[config.mk]
export PLATFORM = sky130hd
export DESIGN_NAME = traffic_light_intersection
export DESIGN_NICKNAME = d
export VERILOG_FILES = /design/src/rtl/traffic_light_intersection.sv
export SDC_FILE = /design/constraint.sdc
export NUM_CORES = 1
export LEC_CHECK = 0
export ABC_AREA = 1
export CORE_AREA = 2 2 39 41
export CTS_CLUSTER_SIZE = 12
export DETAILED_ROUTE_END_ITERATION = 12
export DIE_AREA = 0 0 41 43
export PLACE_DENSITY = 0.66
export SYNTH_ARGS = -nofsm -noshare
export SYNTH_HDL_FRONTEND = slang
export SYNTH_SLANG_ARGS = --single-unit
[constraint.sdc]
create_clock -name clk -period 1.95 [get_ports clk]
set_input_delay 0.195 -clock clk [delete_from_list [all_inputs] [get_ports clk]]
set_output_delay 0.195 -clock clk [all_outputs]
set_load 0.01 [all_outputs]
[src/rtl/traffic_light_intersection.sv]
// Four-phase Moore controller for a NS/EW intersection; lamps decode the state register, so they change one edge after the phase count expires.
// Free-running leaf block with no handshake or backpressure; only reset alters the sequence.
module traffic_light_intersection #(
  parameter int GREEN_CYCLES  = 8,
  parameter int YELLOW_CYCLES = 3
) (
  input  logic clk,
  input  logic reset,
  output logic ns_red,
  output logic ns_yellow,
  output logic ns_green,
  output logic ew_red,
  output logic ew_yellow,
  output logic ew_green
);

  localparam logic [1:0] NS_GREEN  = 2'd0;
  localparam logic [1:0] NS_YELLOW = 2'd1;
  localparam logic [1:0] EW_GREEN  = 2'd2;
  localparam logic [1:0] EW_YELLOW = 2'd3;

  localparam logic [7:0] GREEN_LAST  = 8'(GREEN_CYCLES - 1);
  localparam logic [7:0] YELLOW_LAST = 8'(YELLOW_CYCLES - 1);

  logic [1:0] state;
  logic [1:0] state_nxt;
  logic [7:0] cnt;
  logic [7:0] cnt_last;
  logic       phase_done;

  always_comb begin
    cnt_last  = YELLOW_LAST;
    state_nxt = NS_GREEN;
    case (state)
      NS_GREEN:  begin cnt_last = GREEN_LAST;  state_nxt = NS_YELLOW; end
      NS_YELLOW: begin cnt_last = YELLOW_LAST; state_nxt = EW_GREEN;  end
      EW_GREEN:  begin cnt_last = GREEN_LAST;  state_nxt = EW_YELLOW; end
      EW_YELLOW: begin cnt_last = YELLOW_LAST; state_nxt = NS_GREEN;  end
      default:   begin cnt_last = 8'd0;        state_nxt = NS_GREEN;  end
    endcase
    phase_done = (cnt == cnt_last);
  end

  // Counter runs 0..DUR-1 and never exceeds 254, so 8 bits cannot wrap.
  always_ff @(posedge clk) begin
    if (reset) begin
      state <= NS_GREEN;
      cnt   <= 8'd0;
    end else if (phase_done) begin
      state <= state_nxt;
      cnt   <= 8'd0;
    end else begin
      cnt   <= cnt + 8'd1;
    end
  end

  // Fail-safe default: any unexpected encoding shows red both ways.
  always_comb begin
    ns_red    = 1'b1;
    ns_yellow = 1'b0;
    ns_green  = 1'b0;
    ew_red    = 1'b1;
    ew_yellow = 1'b0;
    ew_green  = 1'b0;
    case (state)
      NS_GREEN:  begin ns_red = 1'b0; ns_green  = 1'b1; end
      NS_YELLOW: begin ns_red = 1'b0; ns_yellow = 1'b1; end
      EW_GREEN:  begin ew_red = 1'b0; ew_green  = 1'b1; end
      EW_YELLOW: begin ew_red = 1'b0; ew_yellow = 1'b1; end
      default:   ;
    endcase
  end

endmodule

==> results.txt <==
In the final routed layout, each cell accounts on average for slightly below 9 µm. Setup violations remaining at the end of the flow were counted as 0. The time the final worst path needs with I/O delays and setup came out at 1804 ps.

The number of unique standard cell types used by synthesis is 16. The area used by multi-input combinational logic came out at between 300 and 400 µm². After global routing the overflow that remains totals 0. The maximum vdd ir drop came out at 0.3032 mV. The share of total power dissipated in sequential elements is 0.551. The starting utilization of the core area is 0.4204. The global-route wire length before repair is 1.518 mm.

TritonCTS built the clock tree. The data arrival time of the critical path came out at 1610 ps. The post-CTS setup repair buffer count is 0. STA classifies the critical path startpoint as a flip-flop. For this design the static power due to leakage is 0.2833 nW.

Detailed placement finished with a half-perimeter wire length of between 600 and 700 µm. The fraction of layout cells with a size suffix above 1 came out at 0.1395. For this block, the routed nets add up to 899 µm of wire. The placeable core region is 1384 µm². The total routing usage reported by global routing is 0.1312. The horizontal extent of the die is just over 40 µm.

Timing analysis after detailed placement gives a worst setup slack of 353.7 ps. The number of H-tree levels is 1. After detailed routing, the number of vias per cell comes to ~4.6. The filler-free cell count of the finished design is 102. The number of max-capacitance violations reported is 0. The final design utilization is 0.4946. The number of diodes came out at 0. The count of unresolved DRC violations after routing is 0. At the end of the flow, the number of nets in the layout was 95. Across the routed clock network, the largest skew measured is 5.770 ps. The fraction of power consumed by combinational cells is 0.095. The routed wire length on met3 came out at 38 µm. Along the worst path, the maximum fanout reaches 6. The post-synthesis sequential area ratio is 0.3441. The highest metal layer carrying signal wires in the routed design is met4. The cell sitting at the root of the clock tree is a sky130_fd_sc_hd__clkbuf_4. The total placed cells including tap cells came out at 99.

The detailed router's first-iteration violation count is 8. The length of routed wiring on met1 is 406 µm. The measured slew at the worst slew-check pin is ~250 ps. The later pin in the worst-skew pair is clocked with a latency of 270 ps. The overall power after layout is between 0.3 and 0.4 mW. Based on the critical path, the design can be clocked at up to 554.4 MHz. The number of instances in the synthesized netlist came out at 77. The cell area after technology mapping came out at 581.8 µm². The die extent in y came out at 43 µm. The number of ports placed on the die boundary came out at 8.

The worst max-slew margin expressed relative to the limit came out at 0.8302. The area overhead of the layout relative to synthesis came out at 17.63%. The maximum count of clock buffers along a single path came out at 2. The switching share of power is 0.2502. The number of I/O port buffers is 7. The area share of the leading cell type in the synthesized netlist is 0.3441. The via count of the first global-routing pass is 383. The final estimated routing congestion in global placement came out at 0.6772. The detailed-routing iteration count for the pre-antenna-repair pass is 4. The number of nets still failing antenna checks after routing came out at 0. The number of rows created at floorplan is 14. During synthesis, Yosys emitted a total of 0 warnings. The clock transition at the register clock pins on the worst setup and hold paths after CTS is 60 ps. The synthesized netlist net count came out at 84. The final-report hold violation count came out at 0.

The switching component of the power is 0.09950 mW. Entering global routing, the biggest net connects 9 pins. The via count came out at 465. The data required time of the critical path came out at 1750 ps. The met2 wire length is 433 µm.

The filler cell count in the final layout came out at approximately 160. The initial antenna violation count is 0. The count of pins over their slew limit came to 0. Dividing total power by cell area gives a power density of just under 600 nW/µm². The number of hold buffers added after CTS was 0. The internal cell power came out at 0.2983 mW. The number of gates resized after cts came out at 0. In this run the worst hold path is classified as flip-flop to flip-flop. The worst path meets setup with 146.2 ps of slack. The clock sink count came out at 10. The share of power burned in the clock network is 0.354. The flip-flop and latch count after synthesis came out at 10. The ratio of final minimum period to clock period is 0.9251. In the post-synthesis netlist, the biggest area contributors are sky130_fd_sc_hd__dfxtp_1 (34%), sky130_fd_sc_hd__nor2_1 (12%), sky130_fd_sc_hd__ha_1 (11%), sky130_fd_sc_hd__nand2_1 (7.7%), sky130_fd_sc_hd__inv_1 (7.1%).

The total CTS buffers came out at 3. The average footprint of a synthesized cell came out at 7.556 µm². Setup repair after global routing left no endpoint under its margin. The largest total area in the synthesized netlist belongs to sky130_fd_sc_hd__dfxtp_1. The flow ran to the end, and the final reports show no timing, DRC or antenna violations. In the final layout, flip-flops and latches occupy 201.4 µm². The die area is about 1800 µm².

The worst setup path is captured at an output pin. The category of the most critical setup path is flip-flop to output pin. The total negative slack for setup checks came out at 0 ps.
stage by stage:
step / hold WS (ps) / area, µm²
after floorplan: 395.1 / 581.8
after global placement: 503.7 / 660.6
after detailed placement: 513.2 / 660.6
after CTS: 527.7 / 683.2
after global routing: 564.0 / 684.4
final: 525.1 / 684.4
registers in the layout, indices dropped and copies added, names as in the netlist:
register / cells
state: 2
cnt: 8
final cells by class:
cell class                      count  share of cell area
Tap cell                           16             0.02925
Clock buffer                        3             0.03291
Timing Repair Buffer                7              0.1024
Inverter                           11             0.06033
Sequential cell                    10              0.2943
Multi-Input combinational cell     55              0.4808
power by group through the flow:
stage          clock, mW  sequential (mW)  combinational, mW
2_1_floorplan          0            0.220             0.0339
3_3_place_gp           0            0.223             0.0381
4_1_cts            0.147            0.219             0.0386
5_1_grt            0.152            0.220             0.0441
3_5_place_dp           0            0.224             0.0385
6_report           0.141            0.219             0.0377
cell usage after synthesis:
cell / n
sky130_fd_sc_hd__buf_6: 1
sky130_fd_sc_hd__nand3_1: 5
sky130_fd_sc_hd__nor2_4: 1
sky130_fd_sc_hd__nand3_2: 2
sky130_fd_sc_hd__nor2_1: 18
sky130_fd_sc_hd__nand2_2: 1
sky130_fd_sc_hd__ha_1: 5
sky130_fd_sc_hd__xor2_1: 1
sky130_fd_sc_hd__nor2_2: 3
sky130_fd_sc_hd__nand2_1: 12
sky130_fd_sc_hd__inv_1: 11
sky130_fd_sc_hd__nand3b_1: 1
sky130_fd_sc_hd__o21ai_1: 1
sky130_fd_sc_hd__o21ai_4: 1
sky130_fd_sc_hd__xnor2_1: 4
sky130_fd_sc_hd__dfxtp_1: 10
kinds of logic after synthesis:
logic type	count (synthesis)	synth area share
AND/OR/NAND/NOR	43	0.3462
buffers and inverters	12	0.09032
flip-flops	10	0.3441
XOR/XNOR	5	0.07527
adder cells (fa/ha/maj)	5	0.1075
AO/OA/AOI/OAI	2	0.03656
cells in the final DEF, fill, tap and decap left out:
cell                              Yosys  routed
sky130_fd_sc_hd__dfxtp_2              0       1
sky130_fd_sc_hd__dfxtp_1             10       9
sky130_fd_sc_hd__clkbuf_4             0       3
sky130_fd_sc_hd__xnor2_1              4       4
sky130_fd_sc_hd__o21ai_1              1       1
sky130_fd_sc_hd__nor2_1              18      18
sky130_fd_sc_hd__nor2_2               3       3
sky130_fd_sc_hd__nand2_1             12      12
sky130_fd_sc_hd__nor2_4               1       1
sky130_fd_sc_hd__nand3b_1             1       1
sky130_fd_sc_hd__nand2_2              1       1
sky130_fd_sc_hd__ha_1                 5       5
sky130_fd_sc_hd__nand3_2              2       2
sky130_fd_sc_hd__o21ai_4              1       1
sky130_fd_sc_hd__clkdlybuf4s50_1      0       7
sky130_fd_sc_hd__inv_1               11      11
sky130_fd_sc_hd__nand3_1              5       5
sky130_fd_sc_hd__xor2_1               1       1
path summary, 6_finish.rpt:
kind,endpoint,slack (ps),from,cells past startpoint
worst max-delay path,ns_red,150,state[0],4
worst min-delay path,cnt[0],530,cnt[0],1
worst max register to register,cnt[6],720,cnt[0],5
worst min register to register,cnt[0],530,cnt[0],1
critical path, stage by stage, from the launching register on:
cell and delay [ps]:
sky130_fd_sc_hd__dfxtp_2 370, sky130_fd_sc_hd__inv_1 90, sky130_fd_sc_hd__ha_1 230, sky130_fd_sc_hd__nor2_1 110, sky130_fd_sc_hd__clkdlybuf4s50_1 530
metal layers:
metal / global-route usage / up-vias
met5: 0 / -
met4: 0.1200 / 0
met3: 0.01571 / 4
met2: 0.1938 / 11
met1: 0.1536 / 200
li1: - / 250
(Power assumes the default switching activity.)
==> RTL change 1: new RTL, same flow settings <==
Register the output `ns_red`, with the module's reset; this adds one clock of latency there. The other outputs are not delayed to match.
--- a/src/rtl/traffic_light_intersection.sv
+++ b/src/rtl/traffic_light_intersection.sv
@@ -23,2 +23,4 @@
   localparam logic [7:0] YELLOW_LAST = 8'(YELLOW_CYCLES - 1);
+
+  logic ns_red_d;
 
@@ -58,3 +60,3 @@
   always_comb begin
-    ns_red    = 1'b1;
+    ns_red_d  = 1'b1;
     ns_yellow = 1'b0;
@@ -65,4 +67,4 @@
     case (state)
-      NS_GREEN:  begin ns_red = 1'b0; ns_green  = 1'b1; end
-      NS_YELLOW: begin ns_red = 1'b0; ns_yellow = 1'b1; end
+      NS_GREEN:  begin ns_red_d = 1'b0; ns_green  = 1'b1; end
+      NS_YELLOW: begin ns_red_d = 1'b0; ns_yellow = 1'b1; end
       EW_GREEN:  begin ew_red = 1'b0; ew_green  = 1'b1; end
@@ -73,2 +75,10 @@
 
+  always_ff @(posedge clk) begin
+    if (reset) begin
+      ns_red <= '0;
+    end else begin
+      ns_red <= ns_red_d;
+    end
+  end
+
 endmodule
Formal check against the unedited RTL: same outputs for any inputs over 10 cycles, from zero or initial values and one cycle with reset high; that may be too few to reach the edited logic, so the function may still have changed.
==> RTL change 1 against the unedited design <==
Non-clock buffer count stayed put. Design area is 1.6% higher. Core utilization is 0.81 points higher. Sequential cell count is 1 higher. Synthesized cell count is 2.6% higher. Combinational power is 2% lower. Clock power is 11% higher. Largest cell class unchanged. First-iteration DRC count is 75% lower. Sequential power is 9.1% higher. Worst setup slack better by 4.6 ps. Synthesized area is 1.3% higher. Wire length is 1.4% higher. Critical endpoint is now ew_red. Power is 8.4% higher.
==> RTL change 1: results (changes against the unedited design) <==
Commonest register cell after synthesis -> sky130_fd_sc_hd__dfxtp_1
Worst clock skew on the final layout -> 0.753 ps (-5.02 ps)
Final layout net count -> 97 (+2.1%)
Vias in the first global route -> 397 (+3.7%)
Via density per instance -> 4.52 (-0.77%)
Final antenna diode count -> 0 (unchanged)
Wire length on met3 -> 55 µm (+45%)
GR Layer Usage met1 -> 15.4% (+0.050 points)
Routability Congestion -> 0.769 (+14%)
Violation count after the first detailed-route iteration -> 2 (-6)
Peak supply drop -> 0.000328 V (+8.3%)
DP Area -> 668 µm² (+1.1%)
Number of cells on the worst reg-to-reg path -> 6 (+1)
Maximum number of pins on one net before global-route repair -> 9 (unchanged)
Fin area -> 696 µm² (+1.6%)
FFs w/ async S/R, synth -> 0% (unchanged)
Relative slew margins -> 82.5% (-0.51 points)
CTS Buffer Depth -> 2 (unchanged)
Routed WL -> 912 µm (+1.4%)
Static leakage power -> 0.294 nW (+4.0%)
Fraction of the mapped netlist area in compound gates -> 3.61% (-0.047 points)
Main area contributors after synthesis -> sky130_fd_sc_hd__dfxtp_1 37%, sky130_fd_sc_hd__nor2_1 13%, sky130_fd_sc_hd__ha_1 11%
Share of final-layout standard cells stronger than drive strength 1 -> 7.87% (-6.1 points)
Synthesized netlist net count -> 86 (+2.4%)
Wl on met1 -> 428 µm (+5.4%)
Routed wire length on met2 -> 390 µm (-9.9%)
Sequential area share after synthesis -> 37.4% (+3.0 points)
Resized cells post-CTS -> 0 (unchanged)
Number of distinct standard cells referenced by the synthesized netlist -> 15 (-1)
Registers with the most flip-flops -> cnt x8, state x2, ns_red x1
Combined global-route utilization of all metal layers -> 13.5% (+0.42 points)
Drt first pass iters -> 4 (unchanged)
Adder-Cell Fraction of Synth Area -> 10.6% (-0.14 points)
Post-synthesis share of cell area spent on xor and xnor gates -> 7.43% (-0.096 points)
Detail Placement HPWL -> 689 µm (+1.8%)
Global Route met2 Usage -> 18.8% (-0.63 points)
Global routing usage on met3 -> 4.71% (+3.1 points)
Capturing instance or port of the critical path -> ew_red
Flop-to-flop setup slack -> 740 ps (+20 ps)
Master cell of the clock root buffer -> sky130_fd_sc_hd__clkbuf_4
Outcome -> completed
FILL cells -> 135 (-14%)
Most numerous cell types in the synthesized netlist -> 21 x sky130_fd_sc_hd__nor2_1, 14 x sky130_fd_sc_hd__nand2_1, 11 x sky130_fd_sc_hd__dfxtp_1
## RTL change 1: worst min path at each step
stage / from / to / slack, ps / depth (start not counted)
detailed placement: cnt[0] / cnt[0] / 500 / 1
finish: cnt[0] / cnt[0] / 510 / 1
CTS: cnt[0] / cnt[0] / 510 / 1
floorplan: reset / ns_red / 270 / 1
global route: reset / ns_red / 510 / 2
global placement: cnt[0] / cnt[0] / 490 / 1
## RTL change 1: layout make-up
| type | count | area (µm²) | area share, % |
|---|---|---|---|
| well taps | 16 | 20.0 | 2.88 |
| clock buffers | 4 | 26.3 | 3.78 |
| repair buffers | 7 | 70.1 | 10.1 |
| multi-input cells | 57 | 320 | 46.0 |
| inverters | 10 | 37.5 | 5.40 |
| flip-flops and latches | 11 | 221 | 31.8 |
## RTL change 1: stage by stage
stage / util (%) / setup WS (ps) / cells / total power [mW]
6_report: 50.3 / 151 / 105 / 0.431
2_1_floorplan: - / 830 / 79 / 0.274
5_1_grt: 50.3 / 19.2 / 105 / 0.458
4_1_cts: 50.2 / 52.5 / 105 / 0.440
3_5_place_dp: 48.3 / 359 / 101 / 0.281
3_3_place_gp: 48.3 / 407 / 101 / 0.281
## RTL change 1: where the power goes
group | total, mW | internal (mW) | switching, mW
Combinational | 0.0369 | 0.0158 | 0.0212
Sequential | 0.239 | 0.231 | 0.00786
Clock | 0.156 | 0.0794 | 0.0763
Total | 0.431 | 0.326 | 0.105
## RTL change 1: worst max-delay path, cell delays in order (launching register included)
cell                              delay [ps]
sky130_fd_sc_hd__dfxtp_2                 370
sky130_fd_sc_hd__inv_1                    90
sky130_fd_sc_hd__ha_1                    230
sky130_fd_sc_hd__nor2_1                  100
sky130_fd_sc_hd__clkdlybuf4s50_1         530
==> RTL change 2: new RTL, same flow settings <==
Without the edit above. Set the parameter `GREEN_CYCLES` to 6 (it was 8).
--- a/src/rtl/traffic_light_intersection.sv
+++ b/src/rtl/traffic_light_intersection.sv
@@ -3,3 +3,3 @@
 module traffic_light_intersection #(
-  parameter int GREEN_CYCLES  = 8,
+  parameter int GREEN_CYCLES  = 6,
   parameter int YELLOW_CYCLES = 3
Function: changed (Yosys sat finds a counterexample within 10 cycles, from zero or initial values and one cycle with reset high).
==> RTL change 2 against the unedited design <==
Clock skew fell by 1.9 ps. Design area rose by 1.1%. Sequential cell count did not move. Critical path depth did not move. Clock power rose by 30%. Non-clock buffer count did not move. Wire length rose by 1.1%. Worst setup slack got worse by 17 ps. Synthesized area fell by 2.8%. Largest cell class unchanged. Via count fell by 1.1%. Power rose by 19%.
==> RTL change 2: results (changes against the unedited design) <==
Outcome -> completed
Sequential area share after synthesis -> 35.4% (+0.99 points)
Share of final-layout standard cells stronger than drive strength 1 -> 13.8% (-0.16 points)
P_seq -> 0.224 mW (+2%)
Post-layout min period -> 1820 ps (+17.3 ps)
Static leakage power -> 0.307 nW (+8.5%)
Most numerous cell types in the synthesized netlist -> 18 x sky130_fd_sc_hd__nor2_1, 11 x sky130_fd_sc_hd__inv_1, 10 x sky130_fd_sc_hd__dfxtp_1, 10 x sky130_fd_sc_hd__nand2_1, 6 x sky130_fd_sc_hd__nand3_1
Worst reg2reg startpoint -> state[1]
Power per standard cell area -> 682 nW/µm² (+17%)
Placement-stage worst setup slack -> 440 ps (+86.0 ps)
Violation count after the first detailed-route iteration -> 3 (-5)
Vias in the first global route -> 390 (+1.8%)
Peak supply drop -> 0.000357 V (+18%)
Post-Synthesis Mean Instance Area -> 7.44 µm² (-1.5%)
Hold Worst Slack -> 493 ps (-32.2 ps)
Via density per instance -> 4.47 (-2.0%)
Arrival time at the worst endpoint -> 1630 ps (+20 ps)
Count of non-filler cells in the finished layout -> 103 (+0.98%)
Highest net fanout along the worst path -> 5 (-1)
Number of distinct standard cells referenced by the synthesized netlist -> 15 (-1)
FILL cells -> 128 (-18%)
Reg-to-Reg End -> cnt[3]
Routability Congestion -> 0.701 (+3.4%)
Combined global-route utilization of all metal layers -> 13.5% (+0.40 points)
Detail Placement HPWL -> 711 µm (+5.1%)
Synthesized netlist net count -> 83 (-1.2%)
Combinational-cell power consumption -> 0.0654 mW (+73%)
Number of cells on the worst reg-to-reg path -> 6 (+1)
RTL change 2: cell types whose count changed after synthesis, sizes merged:
cell   change
nand4      +1
buf        -1
nand2      -2
xor2       +2
nor2       +1
xnor2      -2
RTL change 2: area by class of cell:
| type | count | area [µm²] | share of cell area, % |
|---|---|---|---|
| Inverter | 11 | 41.3 | 5.97 |
| Sequential cell | 10 | 200 | 28.9 |
| Clock buffer | 4 | 36.3 | 5.24 |
| Multi-Input combinational cell | 55 | 324 | 46.8 |
| Timing Repair Buffer | 7 | 70.1 | 10.1 |
| Tap cell | 16 | 20.0 | 2.89 |
RTL change 2: layer usage:
layer / global-route usage, % / wire length [µm]
met1: 15.0 / 403
met2: 19.1 / 423
met3: 9.42 / 68
met4: 6.00 / 13
met5: 0 / 0
RTL change 2: cell families (layout without fill, tap and decap cells):
group	Yosys count	after routing	share of synthesized area, %
compound gates	2	2	3.76
flops	10	10	35.4
buf+inv	11	22	7.30
xor+xnor	5	5	7.74
simple gates	43	43	34.7
fa+ha+maj	5	5	11.1
